<file path="src/rtl/instr_fetch_unit_pkg.sv">
`default_nettype none
// ============================================================================
// Module      : instr_fetch_unit_pkg
// Description : Shared CPU definitions for the fetch unit: default widths,
//               opcode constants used by control_unit, fetch FSM encoding.
// Revision    : 1.0 - initial release
// ============================================================================
package instr_fetch_unit_pkg;

  localparam int PC_W_DEF    = 32;
  localparam int INSTR_W_DEF = 32;

  // Opcodes (instr[31:26]) recognised by control_unit
  localparam logic [5:0] OP_RTYPE    = 6'b000000;
  localparam logic [5:0] OP_JUMP     = 6'b000010;
  localparam logic [5:0] OP_BEQ      = 6'b000100;
  localparam logic [5:0] HALT_OP_DEF = 6'b111111;

  // Fetch FSM encoding
  typedef enum logic [1:0] {
    FETCH_IDLE = 2'd0,
    FETCH_REQ  = 2'd1,
    ISSUE      = 2'd2,
    HALT       = 2'd3
  } fetch_state_t;

endpackage
`default_nettype wire

</file>
<file path="src/rtl/instr_fetch_unit_if.sv">
`default_nettype none
// ============================================================================
// Module      : instr_fetch_unit_if
// Description : Bundles the imem handshake, control_unit feedback and the
//               issued-instruction outputs of the fetch unit.
// Revision    : 1.0 - initial release
// ============================================================================
interface instr_fetch_unit_if #(
  parameter int PC_W    = 32,
  parameter int INSTR_W = 32
);
  logic               imem_req;
  logic [PC_W-1:0]    imem_addr;
  logic               imem_ready;
  logic [INSTR_W-1:0] imem_rdata;
  logic               stall;
  logic               branch;
  logic               zero;
  logic               jump;
  logic [INSTR_W-1:0] instr;
  logic [5:0]         opCode;
  logic               instr_valid;
  logic [PC_W-1:0]    pc;
  logic               halted;

  // Fetch unit side
  modport master (
    output imem_req, imem_addr, instr, opCode, instr_valid, pc, halted,
    input  imem_ready, imem_rdata, stall, branch, zero, jump
  );

  // Memory / control_unit / datapath side
  modport slave (
    input  imem_req, imem_addr, instr, opCode, instr_valid, pc, halted,
    output imem_ready, imem_rdata, stall, branch, zero, jump
  );
endinterface
`default_nettype wire

</file>
<file path="src/rtl/instr_fetch_unit_pc_next_calc.sv">
`default_nettype none
// ============================================================================
// Module      : pc_next_calc
// Description : Combinational next-PC selection. Priority jump > taken branch
//               > sequential; all arithmetic wraps modulo 2^PC_W.
// Revision    : 1.0 - initial release
// ============================================================================
module pc_next_calc #(
  parameter int PC_W = 32
) (
  input  wire logic [PC_W-1:0] pc,
  input  wire logic [25:0]     target_field,  // instr[25:0]; low half is the branch offset
  input  wire logic            jump,
  input  wire logic            branch,
  input  wire logic            zero,
  output logic      [PC_W-1:0] next_pc
);

  logic [PC_W-1:0] pc1;
  logic [PC_W-1:0] offset;

  assign pc1    = pc + {{(PC_W-1){1'b0}}, 1'b1};
  assign offset = {{(PC_W-16){target_field[15]}}, target_field[15:0]};

  // Select the successor PC; jump keeps the region bits of pc+1
  always_comb begin
    next_pc = pc1;
    if (jump)
      next_pc = {pc1[PC_W-1:26], target_field};
    else if (branch && zero)
      next_pc = pc1 + offset;
  end

endmodule
`default_nettype wire

</file>
<file path="src/rtl/instr_fetch_unit.sv">
`default_nettype none
// ============================================================================
// Module      : instr_fetch_unit
// Description : Fetches instructions from imem, holds the issued instruction
//               for control_unit/datapath and forms the next PC from
//               jump/branch feedback when the instruction retires.
// Revision    : 1.0 - initial release
// ============================================================================
module instr_fetch_unit
  import instr_fetch_unit_pkg::*;
#(
  parameter int          PC_W     = PC_W_DEF,
  parameter int          INSTR_W  = INSTR_W_DEF,
  parameter logic [31:0] RESET_PC = 32'h0000_0000,
  parameter logic [5:0]  HALT_OP  = HALT_OP_DEF
) (
  input wire logic             clk,
  input wire logic             reset,
  instr_fetch_unit_if.master   bus
);

  fetch_state_t       state;
  fetch_state_t       state_nx;
  logic [PC_W-1:0]    pc_r;
  logic [INSTR_W-1:0] instr_r;
  logic [PC_W-1:0]    next_pc;
  logic               capture;   // imem_ready accepted in FETCH_REQ
  logic               pc_load;   // non-halt retire advances the PC
  logic               is_halt;

  assign is_halt = (instr_r[INSTR_W-1 -: 6] == HALT_OP);

  pc_next_calc #(.PC_W(PC_W)) u_pc_next_calc (
    .pc           (pc_r),
    .target_field (instr_r[25:0]),
    .jump         (bus.jump),
    .branch       (bus.branch),
    .zero         (bus.zero),
    .next_pc      (next_pc)
  );

  // FSM state register; reset abandons any outstanding fetch
  always_ff @(posedge clk) begin
    if (reset) state <= FETCH_IDLE;
    else       state <= state_nx;
  end

  // Next-state and handshake decisions; imem_ready only matters in FETCH_REQ
  always_comb begin
    state_nx = state;
    capture  = 1'b0;
    pc_load  = 1'b0;
    case (state)
      FETCH_IDLE: state_nx = FETCH_REQ;
      FETCH_REQ: begin
        if (bus.imem_ready) begin
          capture  = 1'b1;
          state_nx = ISSUE;
        end
      end
      ISSUE: begin
        if (!bus.stall) begin
          if (is_halt) begin
            state_nx = HALT;
          end else begin
            pc_load  = 1'b1;
            state_nx = FETCH_REQ;
          end
        end
      end
      HALT:    state_nx = HALT;
      default: state_nx = FETCH_IDLE;
    endcase
  end

  // PC and instruction registers
  always_ff @(posedge clk) begin
    if (reset) begin
      pc_r    <= RESET_PC[PC_W-1:0];
      instr_r <= '0;
    end else begin
      if (capture) instr_r <= bus.imem_rdata;
      if (pc_load) pc_r    <= next_pc;
    end
  end

  assign bus.imem_req    = (state == FETCH_REQ);
  assign bus.imem_addr   = pc_r;
  assign bus.pc          = pc_r;
  assign bus.instr       = instr_r;
  assign bus.opCode      = instr_r[INSTR_W-1 -: 6];
  assign bus.instr_valid = (state == ISSUE);
  assign bus.halted      = (state == HALT);

endmodule
`default_nettype wire

</file>
<file path="src/flat_wrapper.sv">
// flat-port wrapper written by rule: the top's interface ports become plain ports
module instr_fetch_unit_flat import instr_fetch_unit_pkg::*;
#(
  parameter int          PC_W     = PC_W_DEF,
  parameter int          INSTR_W  = INSTR_W_DEF,
  parameter logic [31:0] RESET_PC = 32'h0000_0000,
  parameter logic [5:0]  HALT_OP  = HALT_OP_DEF
)
  (clk, reset, bus_imem_req, bus_imem_addr, bus_instr, bus_opCode, bus_instr_valid, bus_pc, bus_halted, bus_imem_ready, bus_imem_rdata, bus_stall, bus_branch, bus_zero, bus_jump);
  instr_fetch_unit_if #(.PC_W(PC_W), .INSTR_W(INSTR_W)) bus_i ();
  input wire logic clk;
  input wire logic reset;
  output wire logic [$bits(bus_i.imem_req)-1:0] bus_imem_req;
  output wire logic [$bits(bus_i.imem_addr)-1:0] bus_imem_addr;
  output wire logic [$bits(bus_i.instr)-1:0] bus_instr;
  output wire logic [$bits(bus_i.opCode)-1:0] bus_opCode;
  output wire logic [$bits(bus_i.instr_valid)-1:0] bus_instr_valid;
  output wire logic [$bits(bus_i.pc)-1:0] bus_pc;
  output wire logic [$bits(bus_i.halted)-1:0] bus_halted;
  input wire logic [$bits(bus_i.imem_ready)-1:0] bus_imem_ready;
  input wire logic [$bits(bus_i.imem_rdata)-1:0] bus_imem_rdata;
  input wire logic [$bits(bus_i.stall)-1:0] bus_stall;
  input wire logic [$bits(bus_i.branch)-1:0] bus_branch;
  input wire logic [$bits(bus_i.zero)-1:0] bus_zero;
  input wire logic [$bits(bus_i.jump)-1:0] bus_jump;
  assign bus_imem_req = bus_i.imem_req;
  assign bus_imem_addr = bus_i.imem_addr;
  assign bus_instr = bus_i.instr;
  assign bus_opCode = bus_i.opCode;
  assign bus_instr_valid = bus_i.instr_valid;
  assign bus_pc = bus_i.pc;
  assign bus_halted = bus_i.halted;
  assign bus_i.imem_ready = bus_imem_ready;
  assign bus_i.imem_rdata = bus_imem_rdata;
  assign bus_i.stall = bus_stall;
  assign bus_i.branch = bus_branch;
  assign bus_i.zero = bus_zero;
  assign bus_i.jump = bus_jump;
  instr_fetch_unit #(.PC_W(PC_W), .INSTR_W(INSTR_W), .RESET_PC(RESET_PC), .HALT_OP(HALT_OP)) u_core (.clk(clk), .reset(reset), .bus(bus_i));
endmodule
</file>
<file path="config.mk">
export PLATFORM = sky130hd
export DESIGN_NAME = instr_fetch_unit_flat
export DESIGN_NICKNAME = d
export VERILOG_FILES = /design/src/rtl/instr_fetch_unit_pkg.sv /design/src/rtl/instr_fetch_unit_if.sv /design/src/rtl/instr_fetch_unit_pc_next_calc.sv /design/src/rtl/instr_fetch_unit.sv /design/src/flat_wrapper.sv
export SDC_FILE = /design/constraint.sdc
export NUM_CORES = 1
export LEC_CHECK = 0
export CELL_PAD_IN_SITES_DETAIL_PLACEMENT = 0
export CELL_PAD_IN_SITES_GLOBAL_PLACEMENT = 1
export CORE_UTILIZATION = 30
export DETAILED_ROUTE_END_ITERATION = 10
export MAX_ROUTING_LAYER = met4
export PLACE_DENSITY_LB_ADDON = 0.08
export SYNTH_ARGS = -nofsm -noshare
export SYNTH_HDL_FRONTEND = slang
export SYNTH_SLANG_ARGS = --single-unit
export TNS_END_PERCENT = 30
</file>
<file path="constraint.sdc">
create_clock -name clk -period 4.2 [get_ports clk]
set_input_delay 0.63 -clock clk [delete_from_list [all_inputs] [get_ports clk]]
set_output_delay 0.63 -clock clk [all_outputs]
set_load 0.01 [all_outputs]
</file>
==> results of run 1 <==
[worst max path at each step]
| stage | startpoint | end | slack (ns) | cells past startpoint |
|---|---|---|---|---|
| 6_report | u_core.bus.imem_addr[1] | u_core.bus.imem_addr[31] | 0.19 | 16 |
| 3_3_place_gp | u_core.bus.imem_addr[1] | u_core.bus.imem_addr[31] | 0.23 | 16 |
| 3_5_place_dp | u_core.bus.imem_addr[1] | u_core.bus.imem_addr[31] | 0.09 | 15 |
| 2_1_floorplan | u_core.bus.imem_addr[9] | u_core.bus.imem_addr[31] | 0.14 | 15 |
| 5_1_grt | u_core.bus.imem_addr[12] | u_core.bus.imem_addr[26] | -0.03 | 17 |
| 4_1_cts | u_core.bus.imem_addr[1] | u_core.bus.imem_addr[31] | 0.09 | 15 |
[logic make-up (layout without fill, tap and decap cells)]
logic type | Yosys count | count (layout) | synth area share (%)
adder cells (fa/ha/maj) | 40 | 40 | 9.07
AND/OR/NAND/NOR | 300 | 300 | 25.5
XOR/XNOR | 48 | 48 | 7.51
buffers and inverters | 89 | 216 | 8.60
multiplexers | 7 | 7 | 1.30
flip-flops | 66 | 66 | 23.6
AO/OA/AOI/OAI | 211 | 211 | 24.4
[placed cells by master (no fill, tap or decap), drive strengths merged, types with 3 or more instances in the layout]
cell type and n:
or2 3, nand2b 11, nand2 138, a221oi 4, and4 5, o21bai 4
xor2 22, nor3 14, and2 6, o211ai 27, o21ai 21, nand4 16
a31o 3, clkbuf 10, nor2b 5, bufinv 3, mux2i 5, nor4 4
xnor2 26, buf 48, nor2 43, a211oi 12, and3 13, o31ai 7
nand3 28, o21a 4, a21o 18, or3 8, a31oi 6, a21oi 84
dfxtp 66, ha 39, clkdlybuf4s50 142, inv 9
[stage by stage]
stage               hold slack [ns]  setup slack (ns)  setup TNS, ns
floorplan                     0.488             0.138              0
global placement              0.466             0.230              0
detailed placement            0.482            0.0868              0
CTS                           0.490            0.0875              0
global route                  0.516           -0.0291        -0.0291
finish                        0.487             0.188              0
[flip-flops by register name (all words and copies together) (netlist names)]
signal / flops
u_core.bus.imem_addr: 32
u_core.bus.instr: 32
u_core.state: 2
[final cells by class]
type | count | area [um^2]
clock buffer | 10 | 239
clock inverter | 6 | 114
fill | 1881 | 10500
inverter | 10 | 37.5
multi-input combinational | 606 | 3840
sequential | 66 | 1320
tap | 229 | 287
timing repair buffer | 190 | 1780
[worst min-delay path, stage by stage (launching register included)]
cell                      delay [ns]
sky130_fd_sc_hd__dfxtp_1        0.32
sky130_fd_sc_hd__nand2_1        0.06
sky130_fd_sc_hd__a21oi_1        0.06
[power groups by stage]
stage,Clock (mW),Sequential (mW),Combinational [mW]
detailed placement,0,0.690,0.311
global placement,0,0.690,0.312
finish,0.906,0.676,0.313
floorplan,0,0.692,0.157
global route,0.945,0.680,0.341
CTS,0.923,0.677,0.313
[per-layer routing]
metal,global-route usage [%],vias up,share of wire (%)
met1,29.6,2840,48
met2,35.1,146,46
li1,-,2952,-
met4,6.02,0,1.2
met3,3.38,22,5.2
met5,-,-,0
[repair_timing]
item / in CTS / in global routing
setup buffers: 0 / 2
resized for setup: 0 / 6
setup endpoints to repair: 0 / 4
hold endpoints to repair: 0 / 0
hold buffers: 0 / 0
==> results.md, run 1 <==
- The flow ran to the end, but the final reports show violations.
- The final reports fail on design-rule violations.
- The endpoint identified for the worst register-to-register timing path is u_core.bus.imem_addr[31].
- The residual DRC count is 2.
- For the pin with the worst max-slew slack, the measured transition is 0.778 ns.
- For this run the aggregate overflow at the end of global routing stands at 0.
- The clock reaches the later pin of the worst-skew pair after 0.35 ns.
- On the final layout, the worst clock skew is 0.00956 ns.
- The vias after detailed routing is 5960.
- In this run, synthesis inferred 0 flip-flops with an integrated enable.
- The setup slack of the worst register-to-register path is 0.19 ns.
- Compared with the post-synthesis result, the final layout area differs by 36.0%.
- The combinational group share of total power is 16.5%.
- In the final layout, the share of cells above drive strength 1 is 9.80%.
- Data on the critical path arrives at its endpoint at 4.25 ns.
- The source of the worst hold timing path is u_core.bus.instr[23].
- The share of the clock period used by the worst path is 95.5%.
- The maximum resistive drop on vdd is 0.000184 V.
- The final routed wirelength across all metal layers is 20.7 mm.
- The largest single stage delay on the critical path is 0.42 ns.
- The area of the die is 19200 um^2.
- The final setup violation count is 0.
- Buffers placed on the I/O ports in this run total 143.
- Once detail routing completed, the nets flagged for antenna violations numbered 0.
- The number of clock sinks seen by CTS is 66.
- The worst reg2reg path startpoint is u_core.bus.imem_addr[1].
- A synthesized cell averages 7.36 um^2.
- The kind of cell adding the most delay to the critical path is compound AO/OA/AOI/OAI gates.
- The share of flip-flops with an asynchronous set or reset after synthesis is 0%.
- TritonCTS built the clock tree.
- Dividing the detail-routed via count by the number of cells gives 5.34.
- The relative max-transition margin is 48.1%.
- STA classifies the critical path startpoint as a flip-flop.
- Global routing used 22.3% of the available tracks across all layers.
- Total power for the finished layout comes to 1.89 mW.
- STA classifies the critical path endpoint as a flip-flop.
- The cell count after synthesis came out at 761.
- The critical path class is flip-flop to flip-flop.
- The Yosys step of the flow raised 0 warnings.
- The HPWL after detailed placement is 15.6 mm.
- In the synthesized netlist, the cells that appear most often are sky130_fd_sc_hd__nand2_1, sky130_fd_sc_hd__a21oi_1, sky130_fd_sc_hd__dfxtp_1.
- Net switching is 26.7% of the power.
- The final count of hold timing violations is 0.
- The hold path endpoint is u_core.bus.instr[23].
- The utilization of the core after routing is 42.0%.
- Leaving out filler cells and counting taps, the final layout contains 1117.
- The number of slew-limit violations in the final report was 0.
- The switching power of the nets is 505 uW.
- Yosys mapped the design onto 64 distinct sky130hd cell types.
- The via count of the first global-routing pass is 5721.
- The y dimension of the die is 139 um.
- The x dimension of the die is 139 um.
- Ranked by total cell area, the synthesized netlist is headed by sky130_fd_sc_hd__dfxtp_1, sky130_fd_sc_hd__nand2_1, sky130_fd_sc_hd__ha_1.
- The final weighted congestion in routability-driven placement is 0.896.
- The top achievable clock speed is 0.249 GHz.
- The pin count of the biggest net entering global routing is 41.
- The placed instances occupy a cell area of 7210 um^2.
- The total iterations of the first detailed-routing run is 7.
- Of all cell types, the one taking the most synthesized area is sky130_fd_sc_hd__dfxtp_1.
- Counting every net in the synthesized netlist gives 840.
- Summing every instance area after synthesis gives 5600 um^2.
- The share of total power dissipated in sequential elements is 35.7%.
- Clock-pin slew was measured on the worst setup and hold paths at 0.06 ns.
- The initial antenna violation count is 0.
- The synthesis-stage register bit count is 66.
- The net count of the finished layout is 962.
- The internal portion of the total power is 1.39 mW.
- The global-route wire length before repair is 32.5 mm.
- Clock tree synthesis inserted a total of 9 buffers.
- The areal power density over the cells is 249 nW/um^2.
- The placed instance count is 1099.
- 144 I/O pins were placed.
- The path type of the worst min-delay path is flip-flop to flip-flop.
- The critical path goes through ha_1 > nand4_1 > nor2b_1 > buf_4 > nand2_1 > xnor2_1 > ha_1 > a21o_1 > o21ba_2 > o211a_1 > nand3_1 > a31oi_2 > o21ai_0 > mux2_2 > nand4_1 > mux2_2.
- The starting utilization of the core area is 30.9%.
- The clock tree synthesis step divided the H-tree into 3 levels.
- The buffer and inverter count on the worst path is 1.
- The highest net fanout along the worst path is 6.
- The initial DRC count is 302.
- The clock network fraction of design power is 47.8%.
- The worst hold path was traced through 2 stages.
- The buffer cell driving the clock tree root is sky130_fd_sc_hd__clkbuf_16.
- In the final routed layout, each cell accounts on average for 18.6 um.
- The core box area is 18100 um^2.
- After routing the design area is 7610 um^2.
- STA puts the critical path data required time at 4.44 ns.
- The initialized floorplan defines 49 standard-cell rows.
- The master of the slowest instance on the critical path is sky130_fd_sc_hd__dfxtp_1.
- For the worst flop-to-flop path, the logic depth is 16.
- The reported max-cap violation count is 0.
- 0 antenna diodes ended up in the layout.
- The clock passes through at most 2 buffers.
- By instance count, the leading cell after synthesis is sky130_fd_sc_hd__nand2_1.
- In the synthesized netlist the dominant register cell turns out to be sky130_fd_sc_hd__dfxtp_1.
- The sequential share of the synthesized area is 23.6%.
- The smallest clock period supported by the final layout is computed as 4.01 ns.
- The area share of the largest cell type after synthesis is 23.6%.
- The total leakage power is 3.10 nW.
Note: power is estimated with default switching activity, not from simulation.
==> run 2, diff against run 1 <==
--- a/config.mk
+++ b/config.mk
@@ -5,6 +5,7 @@
 export SDC_FILE = /design/constraint.sdc
 export NUM_CORES = 1
 export LEC_CHECK = 0
+export CAP_MARGIN = 20
 export CELL_PAD_IN_SITES_DETAIL_PLACEMENT = 0
 export CELL_PAD_IN_SITES_GLOBAL_PLACEMENT = 1
 export CORE_UTILIZATION = 30
@@ -14,4 +15,4 @@
 export SYNTH_ARGS = -nofsm -noshare
 export SYNTH_HDL_FRONTEND = slang
 export SYNTH_SLANG_ARGS = --single-unit
-export TNS_END_PERCENT = 30
+export TNS_END_PERCENT = 5
==> results of run 2 <==
Same layout as run 1: the final DEF is identical, and so are final timing and power.
